**config.mk**
```make
export PLATFORM = sky130hd
export DESIGN_NAME = truth_table_sweeper
export DESIGN_NICKNAME = d
export VERILOG_FILES = /design/src/rtl/truth_table_sweeper.sv
export SDC_FILE = /design/constraint.sdc
export NUM_CORES = 1
export LEC_CHECK = 0
export BUFFER_PORTS_ARGS = -buffer_cell sky130_fd_sc_hd__buf_2
export CELL_PAD_IN_SITES_DETAIL_PLACEMENT = 2
export CELL_PAD_IN_SITES_GLOBAL_PLACEMENT = 2
export CORE_MARGIN = 4
export CORE_UTILIZATION = 39
export CTS_CLUSTER_DIAMETER = 100
export DETAILED_ROUTE_END_ITERATION = 8
export GPL_TIMING_DRIVEN = 0
export PLACE_DENSITY_LB_ADDON = 0.15
export SLEW_MARGIN = 20
export SYNTH_ARGS = -nofsm -noshare
export SYNTH_HDL_FRONTEND = slang
export SYNTH_SLANG_ARGS = --single-unit
```
**constraint.sdc**
```tcl
create_clock -name clk -period 10.47 [get_ports clk]
set_clock_uncertainty 0.2 [all_clocks]
set_input_delay 2.094 -clock clk [delete_from_list [all_inputs] [get_ports clk]]
set_output_delay 2.094 -clock clk [all_outputs]
set_load 0.1 [all_outputs]
```
**src/rtl/truth_table_sweeper.sv**
```systemverilog
// truth_table_sweeper: drives {x,y,z} through 000..111 into a downstream
// 3-input combinational block, samples f for each vector after a settle
// time, and compares the captured truth table against EXPECTED.
module truth_table_sweeper #(
  parameter int          SETTLE_CYCLES = 2,
  parameter logic [7:0]  EXPECTED      = 8'hB8
) (
  input  logic       clk,
  input  logic       rst_n,
  input  logic       start,
  input  logic       abort,
  input  logic       f,
  output logic       x,
  output logic       y,
  output logic       z,
  output logic       busy,
  output logic       done,
  output logic       pass,
  output logic [7:0] table_out,
  output logic [3:0] err_cnt
);

  // Settle counter must hold 0..SETTLE_CYCLES-1; keep at least one bit.
  localparam int CW = (SETTLE_CYCLES > 1) ? $clog2(SETTLE_CYCLES) : 1;
  localparam logic [CW-1:0] CNT_LAST = CW'(SETTLE_CYCLES - 1);

  typedef enum logic [1:0] {
    IDLE  = 2'd0,
    DRIVE = 2'd1,
    DONE  = 2'd2
  } state_t;

  state_t          state_reg;
  logic [2:0]      idx_reg;
  logic [CW-1:0]   cnt_reg;
  logic [7:0]      tbl_reg;
  logic [7:0]      tbl_next;
  logic [3:0]      err_next;
  logic            sample_now;

  // The vector index is a register, so the drive to the downstream block is glitch-free.
  assign {x, y, z} = idx_reg;

  assign sample_now = (cnt_reg == CNT_LAST);

  // Table with the current sample folded in, so the final row is visible
  // to the result registers on the same edge it is captured.
  generate
    for (genvar gi = 0; gi < 8; gi++) begin : g_fold
      assign tbl_next[gi] = (idx_reg == 3'(gi)) ? f : tbl_reg[gi];
    end
  endgenerate

  // Mismatch count of the folded table against the expected pattern.
  always_comb begin
    err_next = 4'd0;
    for (int i = 0; i < 8; i++) begin
      err_next = err_next + {3'd0, tbl_next[i] ^ EXPECTED[i]};
    end
  end

  // Sweep controller with registered status and result outputs.
  always_ff @(posedge clk or negedge rst_n) begin
    if (!rst_n) begin
      state_reg <= IDLE;
      idx_reg   <= 3'd0;
      cnt_reg   <= '0;
      tbl_reg   <= 8'd0;
      busy      <= 1'b0;
      done      <= 1'b0;
      pass      <= 1'b0;
      table_out <= 8'd0;
      err_cnt   <= 4'd0;
    end else begin
      case (state_reg)
        IDLE: begin
          done <= 1'b0;
          // abort beats start when both arrive together
          if (start && !abort) begin
            state_reg <= DRIVE;
            idx_reg   <= 3'd0;
            cnt_reg   <= '0;
            tbl_reg   <= 8'd0;
            busy      <= 1'b1;
          end
        end
        DRIVE: begin
          if (abort) begin
            // Drop the partial sweep; previous results stay on the outputs.
            state_reg <= IDLE;
            idx_reg   <= 3'd0;
            cnt_reg   <= '0;
            busy      <= 1'b0;
          end else if (sample_now) begin
            tbl_reg <= tbl_next;
            cnt_reg <= '0;
            if (idx_reg == 3'd7) begin
              state_reg <= DONE;
              idx_reg   <= 3'd0;
              busy      <= 1'b0;
              done      <= 1'b1;
              table_out <= tbl_next;
              pass      <= (tbl_next == EXPECTED);
              err_cnt   <= err_next;
            end else begin
              idx_reg <= idx_reg + 3'd1;
            end
          end else begin
            cnt_reg <= cnt_reg + CW'(1);
          end
        end
        DONE: begin
          // Single-cycle completion pulse; start and abort are ignored here.
          done      <= 1'b0;
          state_reg <= IDLE;
        end
        default: begin
          state_reg <= IDLE;
          busy      <= 1'b0;
          done      <= 1'b0;
        end
      endcase
    end
  end

endmodule

```
# [Yosys cells after proc, flatten, opt, wreduce, memory -nomap -nowiden]
# Cells that the tools add are included.
# W data, S select, Z words.
[classes] add_sub_neg=9 eq_ne=16 n_mux=35 n_bitwise=6 reduce_logical=12
[ops] cell="$mux W8" n=3
[ops] cell="$mux W1" n=19
[ops] cell="$add A4 B1 Y4" n=4
[ops] cell="$pmux W8 S2" n=1
[ops] cell="$eq A3 B3 Y1 const B" n=4
[ops] cell="$mux W3" n=4
[ops] cell="$reduce_and A4 Y1" n=3
[ops] cell="$reduce_and A3 Y1" n=3
[ops] cell="$eq A8 B8 Y1 const B" n=1
[ops] cell="$mux W2" n=4
[ops] cell="$ne A2 B2 Y1 const B" n=4
[ops] cell="$eq A3 B2 Y1 const B" n=2
[ops] cell="$ne A3 B3 Y1 const B" n=2
[ops] cell="$not A1 Y1" n=6
[ops] cell="$pmux W3 S2" n=1
[ops] cell="$add A3 B1 Y4" n=1
[ops] cell="$pmux W2 S2" n=1
[ops] cell="$add A2 B1 Y3" n=1
[ops] cell="$add A3 B1 Y3 const B" n=1
[ops] cell="$eq A3 B1 Y1 const B" n=1
[ops] cell="$logic_not A3 Y1" n=1
[ops] cell="$pmux W1 S3" n=1
[ops] cell="$add A1 B1 Y2" n=1
[ops] cell="$eq A2 B1 Y1 const B" n=1
[ops] cell="other kinds (8)" n=8
[word_totals] ff_bits=29 in_bits=5 output_inout_bits=18 wordCells=87

# [Longest topological paths before layout]
[depth] word_depth=9 ltp_mapped=15 depth_no_buf=15

# [Worst setup path after synthesis]
# No wires, ideal clock.
[synth_path] path_type="input-to-reg" start="input port f" end="register err_cnt[1]" setup_ps=74 t_arrival_ps=4896 required_ps=10196 path_slack_ps=5300 path_stages=12 path_buffers=1 cell_sequence="buf_2 a31oi_1 fa_1 inv_1 fa_1 inv_1 fa_1 inv_1 ha_1 inv_1 fa_1 o21ai_2"
[synth_between] elab_chain_cells=8 elab_cells_between_ends=19 cone_classes="add/sub: 7; mux: 8; bitwise: 4"
[synth_lines] item="start: declaration" line_no="12" text="input logic f,"
[synth_lines] item="$mux W1" line_no="50" text="assign tbl_next[gi] = (idx_reg == 3'(gi)) ? f : tbl_reg[gi];"
[synth_lines] item="$add A1 B1 Y2" line_no="58" text="err_next = err_next + {3'd0, tbl_next[i] ^ EXPECTED[i]};"
[synth_lines] item="$add A2 B1 Y3" line_no="58"
[synth_lines] item="$add A3 B1 Y4" line_no="58"
[synth_lines] item="$add A4 B1 Y4 (3 in a row)" line_no="58"
[synth_lines] item="$add A4 B1 Y4 *" line_no="58"
[synth_lines] item="end signal: assignment" line_no="104" text="err_cnt <= err_next;"
[synth_lines] item="end: declaration" line_no="20" text="output logic [3:0] err_cnt"
# Mark *: on every way between the ends. The rest lies on a longest branch, timed or not.
# A chain may end at the register's enable or synchronous reset.

# [Final worst setup path]
[layout_path] start="input port f" end="register err_cnt[2]"
# Same word-level chain as after synthesis.

==> impl_metrics.json <==
{
  "wire_length_after_detailed_routing_mm": 4.60,
  "synth-edff-count": 0,
  "drt_first_pass_iters": 4,
  "filler_cell_count": 439,
  "run_status": "complete, no violations",
  "grt_max_degree": 30,
  "rows": 23,
  "holdBufCountCts": 0,
  "cts_resized": 0,
  "mappedNetlistNets": 180,
  "clk-insertion-delay-late_ns": 0.29,
  "finalSetupViolCount": 0,
  "detail_route.iter0.violations": 58,
  "synthArstFlopShare_pct": 100,
  "yosysWarnings": 0,
  "cts-root-to-sink-buffers": 2,
  "ant_nets": 0,
  "grt_first_pass_wirelength_mm": 7.77,
  "clkSlewWorstSetupHoldPaths_ns": 0.07,
  "synth_common_cells": "sky130_fd_sc_hd__dfrtp_1 (29), sky130_fd_sc_hd__nand2_1 (26), sky130_fd_sc_hd__inv_1 (16)",
  "design.core.area_mm2": 0.00412,
  "timing.max_cap.violations": 0,
  "slew_headroom_pct": 55.1,
  "portBuffers": 22,
  "routabilityCongestion": 0.802,
  "postSynthCellCount": 161,
  "cts_buffers": 5,
  "dpl.cell_count": 233,
  "final.period_utilization_pct": 50.7,
  "remaining_drc_errors": 0,
  "mappedNetlistArea_mm2": 0.00170,
  "final-instance-count-excl-fill": 241,
  "yosysUniqueCellTypes": 36,
  "gr-total-overflow": 0,
  "critPathMaxFanout": 10,
  "worstSetupEndpointType": "flip-flop",
  "leading_cell_types_by_total_area_after_synthesis": "sky130_fd_sc_hd__dfrtp_1 (43%), sky130_fd_sc_hd__ha_1 (7.4%), sky130_fd_sc_hd__nand2_1 (5.7%)",
  "design.die.area_mm2": 0.00548,
  "synthDominantAreaCellType": "sky130_fd_sc_hd__dfrtp_1",
  "cp_data_arrival_time_ns": 5.33,
  "leakage_dissipation_nw": 1.00,
  "syn2layout_area_growth_pct": 16.1,
  "count_of_antenna_diodes_in_the_layout": 0,
  "period_needed_ns": 5.31,
  "antenna_violations_before_repair": 0,
  "power.density_mw_per_mm2": 139,
  "synth.most_common_cell": "sky130_fd_sc_hd__dfrtp_1",
  "setup.worst_path.class": "in -> reg",
  "initial_core_utilization_pct": 41.3,
  "overall_global_routing_usage_pct": 19.4,
  "finalNetCount": 209,
  "synth_top_flop_cell": "sky130_fd_sc_hd__dfrtp_1",
  "htree_num_levels": 2,
  "ff2ff_setup_slack_ns": 6.32,
  "place_hpwl_mm": 3.27,
  "max_clock_freq_mhz": 188,
  "ios": 23,
  "final_hold_violation_count": 0,
  "total_number_of_vias": 1289,
  "die_width_um": 74.0,
  "yosys_register_bits": 29,
  "dieHeight_um": 74.0,
  "setup_repair_after_global_routing_missed_its_margin": "false",
  "first_global_vias": 1477,
  "critical_path_required_time_ns": 10.49,
  "netlist.area_leader.share_pct": 42.7,
  "slew_viol_final": 0,
  "cts_setup_buffers": 0,
  "clock_sinks": 29,
  "cts_root_buffer": "sky130_fd_sc_hd__clkbuf_8",
  "vdd.ir_drop.worst_v": 0.0000883,
  "final_core_util_pct": 47.9,
  "detail_route.wl_per_cell_um": 19.1,
  "setup.worst_path.start_class": "input port",
  "tritoncts": "yes",
  "synth-seq-area-share_pct": 42.7,
  "worstMarginPinSlew_ns": 0.674,
  "setup_tns_ns": 0,
  "syn_avg_cell_area_um2": 10.6,
  "hold_path.class": "reg -> reg",
  "number_of_vias_per_cell_after_detailed_routing": 5.35,
  "post_route_cells_drive_above_1_share_pct": 28.3
}
==> worst paths after layout <==
kind,start,to,cells after the start
min in group asynchronous,rst_n,table_out[6],1
setup / recovery,f,err_cnt[2],14
hold reg to reg,table_out[2],table_out[2],2
hold / removal,table_out[2],table_out[2],2
setup reg to reg,idx_reg[1],err_cnt[2],15
max in group asynchronous,rst_n,done,1
==> final cells by class <==
type | instances | area [um2] | area share, %
Buffer | 7 | 62.6 | 3.17
Clock buffer | 7 | 96.3 | 4.88
Clock inverter | 1 | 5.00 | 0.254
Inverter | 16 | 60.1 | 3.04
Multi-Input combinational cell | 109 | 851 | 43.1
Sequential cell | 29 | 726 | 36.8
Tap cell | 50 | 62.6 | 3.17
Timing Repair Buffer | 22 | 110 | 5.58
==> worst max-delay path: stages <==
cell and delay [ns]:
sky130_fd_sc_hd__buf_2 0.12, sky130_fd_sc_hd__buf_2 0.18, sky130_fd_sc_hd__a31oi_1 0.49, sky130_fd_sc_hd__fa_1 0.51, sky130_fd_sc_hd__inv_1 0.09, sky130_fd_sc_hd__fa_1 0.41, sky130_fd_sc_hd__inv_1 0.09, sky130_fd_sc_hd__fa_1 0.40
sky130_fd_sc_hd__inv_1 0.07, sky130_fd_sc_hd__ha_1 0.16, sky130_fd_sc_hd__inv_1 0.06, sky130_fd_sc_hd__fa_1 0.40, sky130_fd_sc_hd__xor2_1 0.15, sky130_fd_sc_hd__o21ai_1 0.11
==> cell families after synthesis <==
logic type               after synthesis  share of synthesized area (%)
flip-flops                            29                           42.7
XOR/XNOR                               1                          0.516
buffers and inverters                 23                           7.22
AND/OR/NAND/NOR                       41                           12.8
AO/OA/AOI/OAI                         42                           17.5
adder cells (fa/ha/maj)               14                           12.1
multiplexers                          11                           7.22
==> stage by stage <==
step                power (mW)  instance area [um2]  worst slack (ns)  hold WS (ns)
CTS                      0.277                 1970              5.09         0.284
global placement         0.168                 1870              4.87         0.257
detailed placement       0.170                 1870              4.83         0.270
global route             0.290                 1970              4.94         0.316
floorplan                0.156                 1700              5.30         0.241
finish                   0.274                 1970              5.16         0.280
==> metal layers <==
metal | GRT usage (%) | wire [um] | part of all wire (%)
met5 | 0 | 0 | 0
met2 | 33.6 | 2400 | 52
met3 | 5.00 | 154 | 3.4
met4 | 6.04 | 65 | 1.4
met1 | 23.6 | 1980 | 43
==> cell usage in the layout (no fill, tap or decap), types with 2 or more instances in the layout <==
master,netlist,final
sky130_fd_sc_hd__inv_1,16,16
sky130_fd_sc_hd__nor2_1,2,2
sky130_fd_sc_hd__a21oi_1,5,5
sky130_fd_sc_hd__buf_6,3,3
sky130_fd_sc_hd__mux2_4,2,2
sky130_fd_sc_hd__nand3_1,2,2
sky130_fd_sc_hd__ha_1,10,10
sky130_fd_sc_hd__nand2b_1,3,3
sky130_fd_sc_hd__o21ai_1,2,2
sky130_fd_sc_hd__dfrtp_1,29,29
sky130_fd_sc_hd__fa_1,4,4
sky130_fd_sc_hd__clkbuf_8,1,8
sky130_fd_sc_hd__mux2_2,2,2
sky130_fd_sc_hd__o31ai_1,9,9
sky130_fd_sc_hd__buf_2,3,25
sky130_fd_sc_hd__o21ai_2,9,9
sky130_fd_sc_hd__nand2_1,26,26
sky130_fd_sc_hd__mux2i_1,7,7
sky130_fd_sc_hd__a21boi_0,3,3
sky130_fd_sc_hd__nor3_1,2,2
sky130_fd_sc_hd__a31oi_1,2,2
sky130_fd_sc_hd__o21ai_0,5,5
==> power breakdown <==
| group | leakage, nW | switching (mW) | internal, mW | total, mW |
|---|---|---|---|---|
| combinational | 0.552 | 0.0334 | 0.0151 | 0.0485 |
| sequential | 0.398 | 0.00422 | 0.115 | 0.120 |
| clock | 0.0542 | 0.0461 | 0.0593 | 0.105 |
Note: power is estimated with default switching activity, not from simulation.
